**src/rtl/writeback_regfile.sv**
```systemverilog
// writeback_regfile: WB-stage commit into the integer register file, retire counter,
// commit view registers and an optional commit trace FIFO (build with COMMIT_TRACE_EN).
package writeback_regfile_pkg;
  localparam int unsigned RD_XLEN = 32;

  typedef struct packed {
    logic [4:0]         addr;
    logic [RD_XLEN-1:0] data;
    logic               valid;
  } rd_port_t;
endpackage

module writeback_regfile
  import writeback_regfile_pkg::*;
#(
  parameter int unsigned XLEN        = 32,
  parameter int unsigned NREGS       = 32,
  parameter int unsigned TRACE_DEPTH = 8
) (
  input  logic            clk_i,
  input  logic            rst_i,
  input  logic            stallW_i,
  input  logic            flushW_i,
  input  logic [XLEN-1:0] pcW_i,
  input  logic [XLEN-1:0] instrW_i,
  input  rd_port_t        rdW_port_i,
  input  logic [4:0]      rs1_addr_i,
  input  logic [4:0]      rs2_addr_i,
  output logic [XLEN-1:0] rs1_data_o,
  output logic [XLEN-1:0] rs2_data_o,
  output logic [63:0]     retire_cnt_o,
  output logic            commit_valid_o,
  output logic [XLEN-1:0] commit_pc_o,
  output logic [XLEN-1:0] commit_instr_o,
  output logic [4:0]      commit_rd_addr_o,
  output logic [XLEN-1:0] commit_rd_data_o,
  output logic            commit_we_o,
  output logic            trace_valid_o,
  input  logic            trace_ready_i,
  output logic [XLEN-1:0] trace_pc_o,
  output logic [XLEN-1:0] trace_instr_o,
  output logic            trace_overflow_o
);

  logic            retire;
  logic            we;
  logic [XLEN-1:0] regs_q [NREGS];

  // Flush wins over stall; an all-zero instruction is a bubble.
  assign retire = !stallW_i && !flushW_i && (instrW_i != '0);
  assign we     = retire && rdW_port_i.valid && (rdW_port_i.addr != 5'd0);

  always_ff @(posedge clk_i) begin
    if (rst_i) begin
      for (int i = 0; i < int'(NREGS); i++) regs_q[i] <= '0;
    end else if (we) begin
      regs_q[rdW_port_i.addr] <= rdW_port_i.data;
    end
  end

  always_comb begin
    rs1_data_o = regs_q[rs1_addr_i];
    if (rs1_addr_i == 5'd0) rs1_data_o = '0;
    else if (we && (rdW_port_i.addr == rs1_addr_i)) rs1_data_o = rdW_port_i.data;
  end

  always_comb begin
    rs2_data_o = regs_q[rs2_addr_i];
    if (rs2_addr_i == 5'd0) rs2_data_o = '0;
    else if (we && (rdW_port_i.addr == rs2_addr_i)) rs2_data_o = rdW_port_i.data;
  end

  logic [63:0] retire_cnt_q, retire_cnt_d;

  assign retire_cnt_d = retire ? retire_cnt_q + 64'd1 : retire_cnt_q;

  always_ff @(posedge clk_i) begin
    if (rst_i) retire_cnt_q <= '0;
    else       retire_cnt_q <= retire_cnt_d;
  end

  assign retire_cnt_o = retire_cnt_q;

  // Commit view samples the WB inputs every cycle; only valid/we qualify them.
  logic            commit_valid_q;
  logic [XLEN-1:0] commit_pc_q, commit_instr_q, commit_rd_data_q;
  logic [4:0]      commit_rd_addr_q;
  logic            commit_we_q;

  always_ff @(posedge clk_i) begin
    if (rst_i) begin
      commit_valid_q   <= 1'b0;
      commit_pc_q      <= '0;
      commit_instr_q   <= '0;
      commit_rd_addr_q <= '0;
      commit_rd_data_q <= '0;
      commit_we_q      <= 1'b0;
    end else begin
      commit_valid_q   <= retire;
      commit_pc_q      <= pcW_i;
      commit_instr_q   <= instrW_i;
      commit_rd_addr_q <= rdW_port_i.addr;
      commit_rd_data_q <= rdW_port_i.data;
      commit_we_q      <= we;
    end
  end

  assign commit_valid_o   = commit_valid_q;
  assign commit_pc_o      = commit_pc_q;
  assign commit_instr_o   = commit_instr_q;
  assign commit_rd_addr_o = commit_rd_addr_q;
  assign commit_rd_data_o = commit_rd_data_q;
  assign commit_we_o      = commit_we_q;

`ifdef COMMIT_TRACE_EN
  localparam int unsigned AW = $clog2(TRACE_DEPTH);

  logic [2*XLEN-1:0] mem_q [TRACE_DEPTH];
  logic [AW-1:0]     wr_ptr_q, wr_ptr_d, rd_ptr_q, rd_ptr_d;
  logic [AW:0]       count_q, count_d;
  logic              ovf_q, ovf_d;
  logic              full, pop, do_push;

  assign full    = (count_q == (AW+1)'(TRACE_DEPTH));
  assign pop     = (count_q != '0) && trace_ready_i;
  // A full FIFO still accepts a push when the head leaves in the same cycle.
  assign do_push = retire && (!full || pop);

  always_comb begin
    wr_ptr_d = wr_ptr_q;
    rd_ptr_d = rd_ptr_q;
    count_d  = count_q;
    ovf_d    = ovf_q;
    if (do_push) wr_ptr_d = wr_ptr_q + 1'b1;
    if (pop)     rd_ptr_d = rd_ptr_q + 1'b1;
    case ({do_push, pop})
      2'b10:   count_d = count_q + 1'b1;
      2'b01:   count_d = count_q - 1'b1;
      default: count_d = count_q;
    endcase
    if (retire && !do_push) ovf_d = 1'b1;
  end

  always_ff @(posedge clk_i) begin
    if (rst_i) begin
      wr_ptr_q <= '0;
      rd_ptr_q <= '0;
      count_q  <= '0;
      ovf_q    <= 1'b0;
    end else begin
      wr_ptr_q <= wr_ptr_d;
      rd_ptr_q <= rd_ptr_d;
      count_q  <= count_d;
      ovf_q    <= ovf_d;
    end
  end

  always_ff @(posedge clk_i) begin
    if (!rst_i && do_push) mem_q[wr_ptr_q] <= {pcW_i, instrW_i};
  end

  assign trace_valid_o    = (count_q != '0);
  assign trace_pc_o       = mem_q[rd_ptr_q][2*XLEN-1:XLEN];
  assign trace_instr_o    = mem_q[rd_ptr_q][XLEN-1:0];
  assign trace_overflow_o = ovf_q;
`else
  logic unused_trace;

  assign unused_trace     = trace_ready_i | (TRACE_DEPTH < 2);
  assign trace_valid_o    = 1'b0;
  assign trace_pc_o       = '0;
  assign trace_instr_o    = '0;
  assign trace_overflow_o = 1'b0;
`endif

endmodule

```
**config.mk**
```make
export PLATFORM = sky130hd
export DESIGN_NAME = writeback_regfile
export DESIGN_NICKNAME = d
export VERILOG_FILES = /design/src/rtl/writeback_regfile.sv
export SDC_FILE = /design/constraint.sdc
export NUM_CORES = 2
export LEC_CHECK = 0
export BUFFER_PORTS_ARGS = -buffer_cell sky130_fd_sc_hd__buf_2
export CAP_MARGIN = 20
export CELL_PAD_IN_SITES_DETAIL_PLACEMENT = 0
export CELL_PAD_IN_SITES_GLOBAL_PLACEMENT = 1
export CORE_MARGIN = 3
export CORE_UTILIZATION = 45
export CTS_CLUSTER_SIZE = 25
export DETAILED_ROUTE_END_ITERATION = 8
export PLACE_DENSITY_LB_ADDON = 0.15
export SYNTH_ARGS = -nofsm -noshare
export SYNTH_HDL_FRONTEND = slang
export SYNTH_SLANG_ARGS = --single-unit
```
**constraint.sdc**
```tcl
create_clock -name clk_i -period 7.8 [get_ports clk_i]
set_input_delay 1.17 -clock clk_i [delete_from_list [all_inputs] [get_ports clk_i]]
set_output_delay 1.17 -clock clk_i [all_outputs]
set_load 0.02 [all_outputs]
```
==> results.sh <==
export IMPL_ant_nets=0
export IMPL_synth_most_common_cell="edfxtp_1"
export IMPL_fin_skew_ns=0.01335
export IMPL_vias_per_cell=6.293
export IMPL_die_w_um=372.6
export IMPL_route_detailed_drc=0
export IMPL_cts_max_path_buffers=3
export IMPL_yosys_top_cells_area="edfxtp_1 (51%), mux4_2 (23%), dfxtp_1 (5.5%)"
export IMPL_fp_coreArea_um2=132500
export IMPL_arrival_ns=4.57
export IMPL_tns_ns=0
export IMPL_synth_adder_area_share_pct=0.02068
export IMPL_yosysTopAreaCell="edfxtp_1"
export IMPL_multi_input_area_um2=24960
export IMPL_maxCapViolations=0
export IMPL_tightest_slew_ns=1.130
export IMPL_htreeDepth=4
export IMPL_clock_sinks=1191
export IMPL_wl_um=208000
export IMPL_cts_buffers=137
export IMPL_peakVddDrop_mv=0.2383
export IMPL_syn2layout_area_growth_pct=13.23
export IMPL_synth_top_area_share_pct=50.83
export IMPL_crit_required_ns=6.63
export IMPL_whs_path_depth=2
export IMPL_fin_area_um2=68490
export IMPL_power_leakage_nw=23.45
export IMPL_status="complete, no violations"
export IMPL_nets=4413
export IMPL_port_buffers=346
export IMPL_layout_drive_gt1_share_pct=31.18
export IMPL_synth_mux_area_share_pct=24.71
export IMPL_gp_congestion=0.7908
export IMPL_avgSynthCellArea_um2=14.88
export IMPL_max_freq_mhz=174.2
export IMPL_grt_setup_unrepaired="false"
export IMPL_grt_usage_pct=29.88
export IMPL_synth_simple_area_share_pct=12.67
export IMPL_whs_endpoint="retire_cnt_o[50]$_SDFFE_PP0N_"
export IMPL_clk_latency_ns=0.77
export IMPL_post_route_period_util_pct=73.61
export IMPL_grt_ovfl_total=0
export IMPL_die_y_um=372.6
export IMPL_ys_warn_count=0
export IMPL_grt_pass1_vias=39770
export IMPL_cts_tree="built"
export IMPL_first_pass_iters=5
export IMPL_grt_pass1_wl_um=296500
export IMPL_hpwl_um=119000
export IMPL_ys_ff_latch=1191
export IMPL_synth_xor_area_share_pct=0.8687
export IMPL_synth_ff_type="edfxtp_1"
export IMPL_regArea_um2=34090
export IMPL_synth_compound_area_share_pct=1.752
export IMPL_grt_start_max_net_pins=109
export IMPL_p_per_area_nw_per_um2=229.5
export IMPL_use_met2_pct=47.59
export IMPL_synth_top_family_by_area="multiplexers"
export IMPL_nFillCells=11170
export IMPL_reg2reg_slack_ns=4.59
export IMPL_num_vias=38790
export IMPL_ys_seq_area_share_pct=56.36
export IMPL_num_io_pins=414
export IMPL_dpl_cell_area_um2=64010
export IMPL_grt_antenna_before_repair=8
export IMPL_placementRows=133
export IMPL_start_kind="primary input"
export IMPL_cp_max_fo=64
export IMPL_hold_path_startpoint="retire_cnt_o[50]$_SDFFE_PP0N_"
export IMPL_synthCells=4065
export IMPL_synthDistinctLibCells=64
export IMPL_grt_util_met1_pct=40.27
export IMPL_timing_rr_end="retire_cnt_o[62]$_SDFFE_PP0N_"
export IMPL_rr_worst_depth=6
export IMPL_dr_first_iter_drc_count=4674
export IMPL_async_flop_share_pct=0
export IMPL_crit_start="instrW_i[1]"
export IMPL_cts_root_buf="clkbuf_16"
export IMPL_report_final_slew_viol_count=0
export IMPL_setup_viol=0
export IMPL_met3_usage_pct=6.274
export IMPL_timing_rr_start="retire_cnt_o[4]$_SDFFE_PP0N_"
export IMPL_cts_resized=0
export IMPL_top_usage_layer="met2"
export IMPL_initial_core_util_pct=45.67
export IMPL_post_cts_buffers=0
export IMPL_crit_type="in -> out"
export IMPL_wl_per_cell_um=33.74
export IMPL_synth_common_cells="edfxtp_1 (1,024), nor2_1 (661), mux4_2 (628)"
export IMPL_final_hold_viol_count=0
export IMPL_netlist_area_um2=60490
export IMPL_hold_class="reg -> reg"
export IMPL_clk_pin_slew_ns=0.06
export IMPL_synth_edf_count=1024
export IMPL_die_area_um2=138900
export IMPL_max_slew_margin_pct=24.61
export IMPL_ctsHoldBuffers=0
export IMPL_finalCriticalPeriod_ns=5.742
export IMPL_endpoint_kind="output pin"
==> layer usage <==
layer | vias up | routed length [um]
li1 | 15770 | -
met1 | 20300 | 80460
met2 | 2274 | 98740
met3 | 443 | 20110
met4 | 4 | 8617
met5 | - | 30
==> layout by cell type (no fill, tap or decap), types with 20 or more instances in the layout <==
cell type,Yosys,final
a211oi_1,31,31
a211oi_2,31,31
and2_1,481,481
buf_2,91,334
buf_4,71,91
clkbuf_1,233,38
clkbuf_16,0,146
clkinv_1,2,23
conb_1,1,98
dfxtp_1,167,167
edfxtp_1,1024,1024
inv_1,21,20
mux2i_1,78,78
mux4_2,628,628
nand2_1,86,85
nand3_1,25,24
nor2_1,661,645
nor2b_1,104,104
nor4_1,38,38
xnor2_1,53,53
==> report_power, final <==
part           internal (mW)  switching [mW]
registers               7.22           0.145
logic                  0.799            1.09
clock network           3.78            2.69
total                   11.8            3.92
==> through the flow <==
stage / utilization (%) / worst slack, ns / power (mW) / std cells / hold WS (ns)
2_1_floorplan: - / 3.429 / 8.699 / 4162 / 0.5533
3_3_place_gp: 48.28 / 2.149 / 9.350 / 5907 / 0.4919
3_5_place_dp: 48.32 / 2.129 / 9.377 / 5909 / 0.4939
4_1_cts: 51.66 / 2.117 / 15.79 / 6157 / 0.5087
5_1_grt: 51.70 / 1.989 / 16.16 / 6160 / 0.5429
6_report: 51.71 / 2.058 / 15.72 / 6163 / 0.5068
==> worst max-delay path, cell delays in order <==
cell and delay (ns):
buf_2 0.10, nor4_1 0.38, nand4_1 0.47, o21ai_2 0.58
or4_4 0.97, nor2_1 0.08, a211oi_1 0.50, buf_2 0.26
==> layout make-up <==
cell class	instances	area share, %
clock inverters	61	0.8659
clock buffers	187	5.603
inverters	24	0.1407
diodes	4	0.01461
repair buffers	443	3.960
well taps	1755	3.206
multi-input cells	2498	36.43
flip-flops and latches	1191	49.78
==> logic make-up after synthesis <==
group                    count (synthesis)
AND/OR/NAND/NOR                       1505
flip-flops                            1191
multiplexers                           708
buffers and inverters                  473
AO/OA/AOI/OAI                          126
XOR/XNOR                                60
adder cells (fa/ha/maj)                  1
other                                    1
==> sequential cells by signal (all words and copies together), names as in the netlist <==
name              cells
commit_rd_addr_o      5
commit_pc_o          32
commit_we_o           1
regs_q             1024
commit_valid_o        1
commit_rd_data_o     32
commit_instr_o       32
retire_cnt_o         64
==> how the worst max path moves through the flow <==
| stage | cells after the start | slack (ns) | endpoint |
|---|---|---|---|
| final | 8 | 2.06 | rs1_data_o[1] |
| after global routing | 9 | 1.99 | rs2_data_o[20] |
| after CTS | 9 | 2.12 | rs2_data_o[20] |
| after detailed placement | 9 | 2.13 | rs2_data_o[20] |
| after global placement | 9 | 2.15 | rs2_data_o[20] |
| after floorplan | 8 | 3.43 | rs1_data_o[10] |
Power figures use the tool's default switching activity.
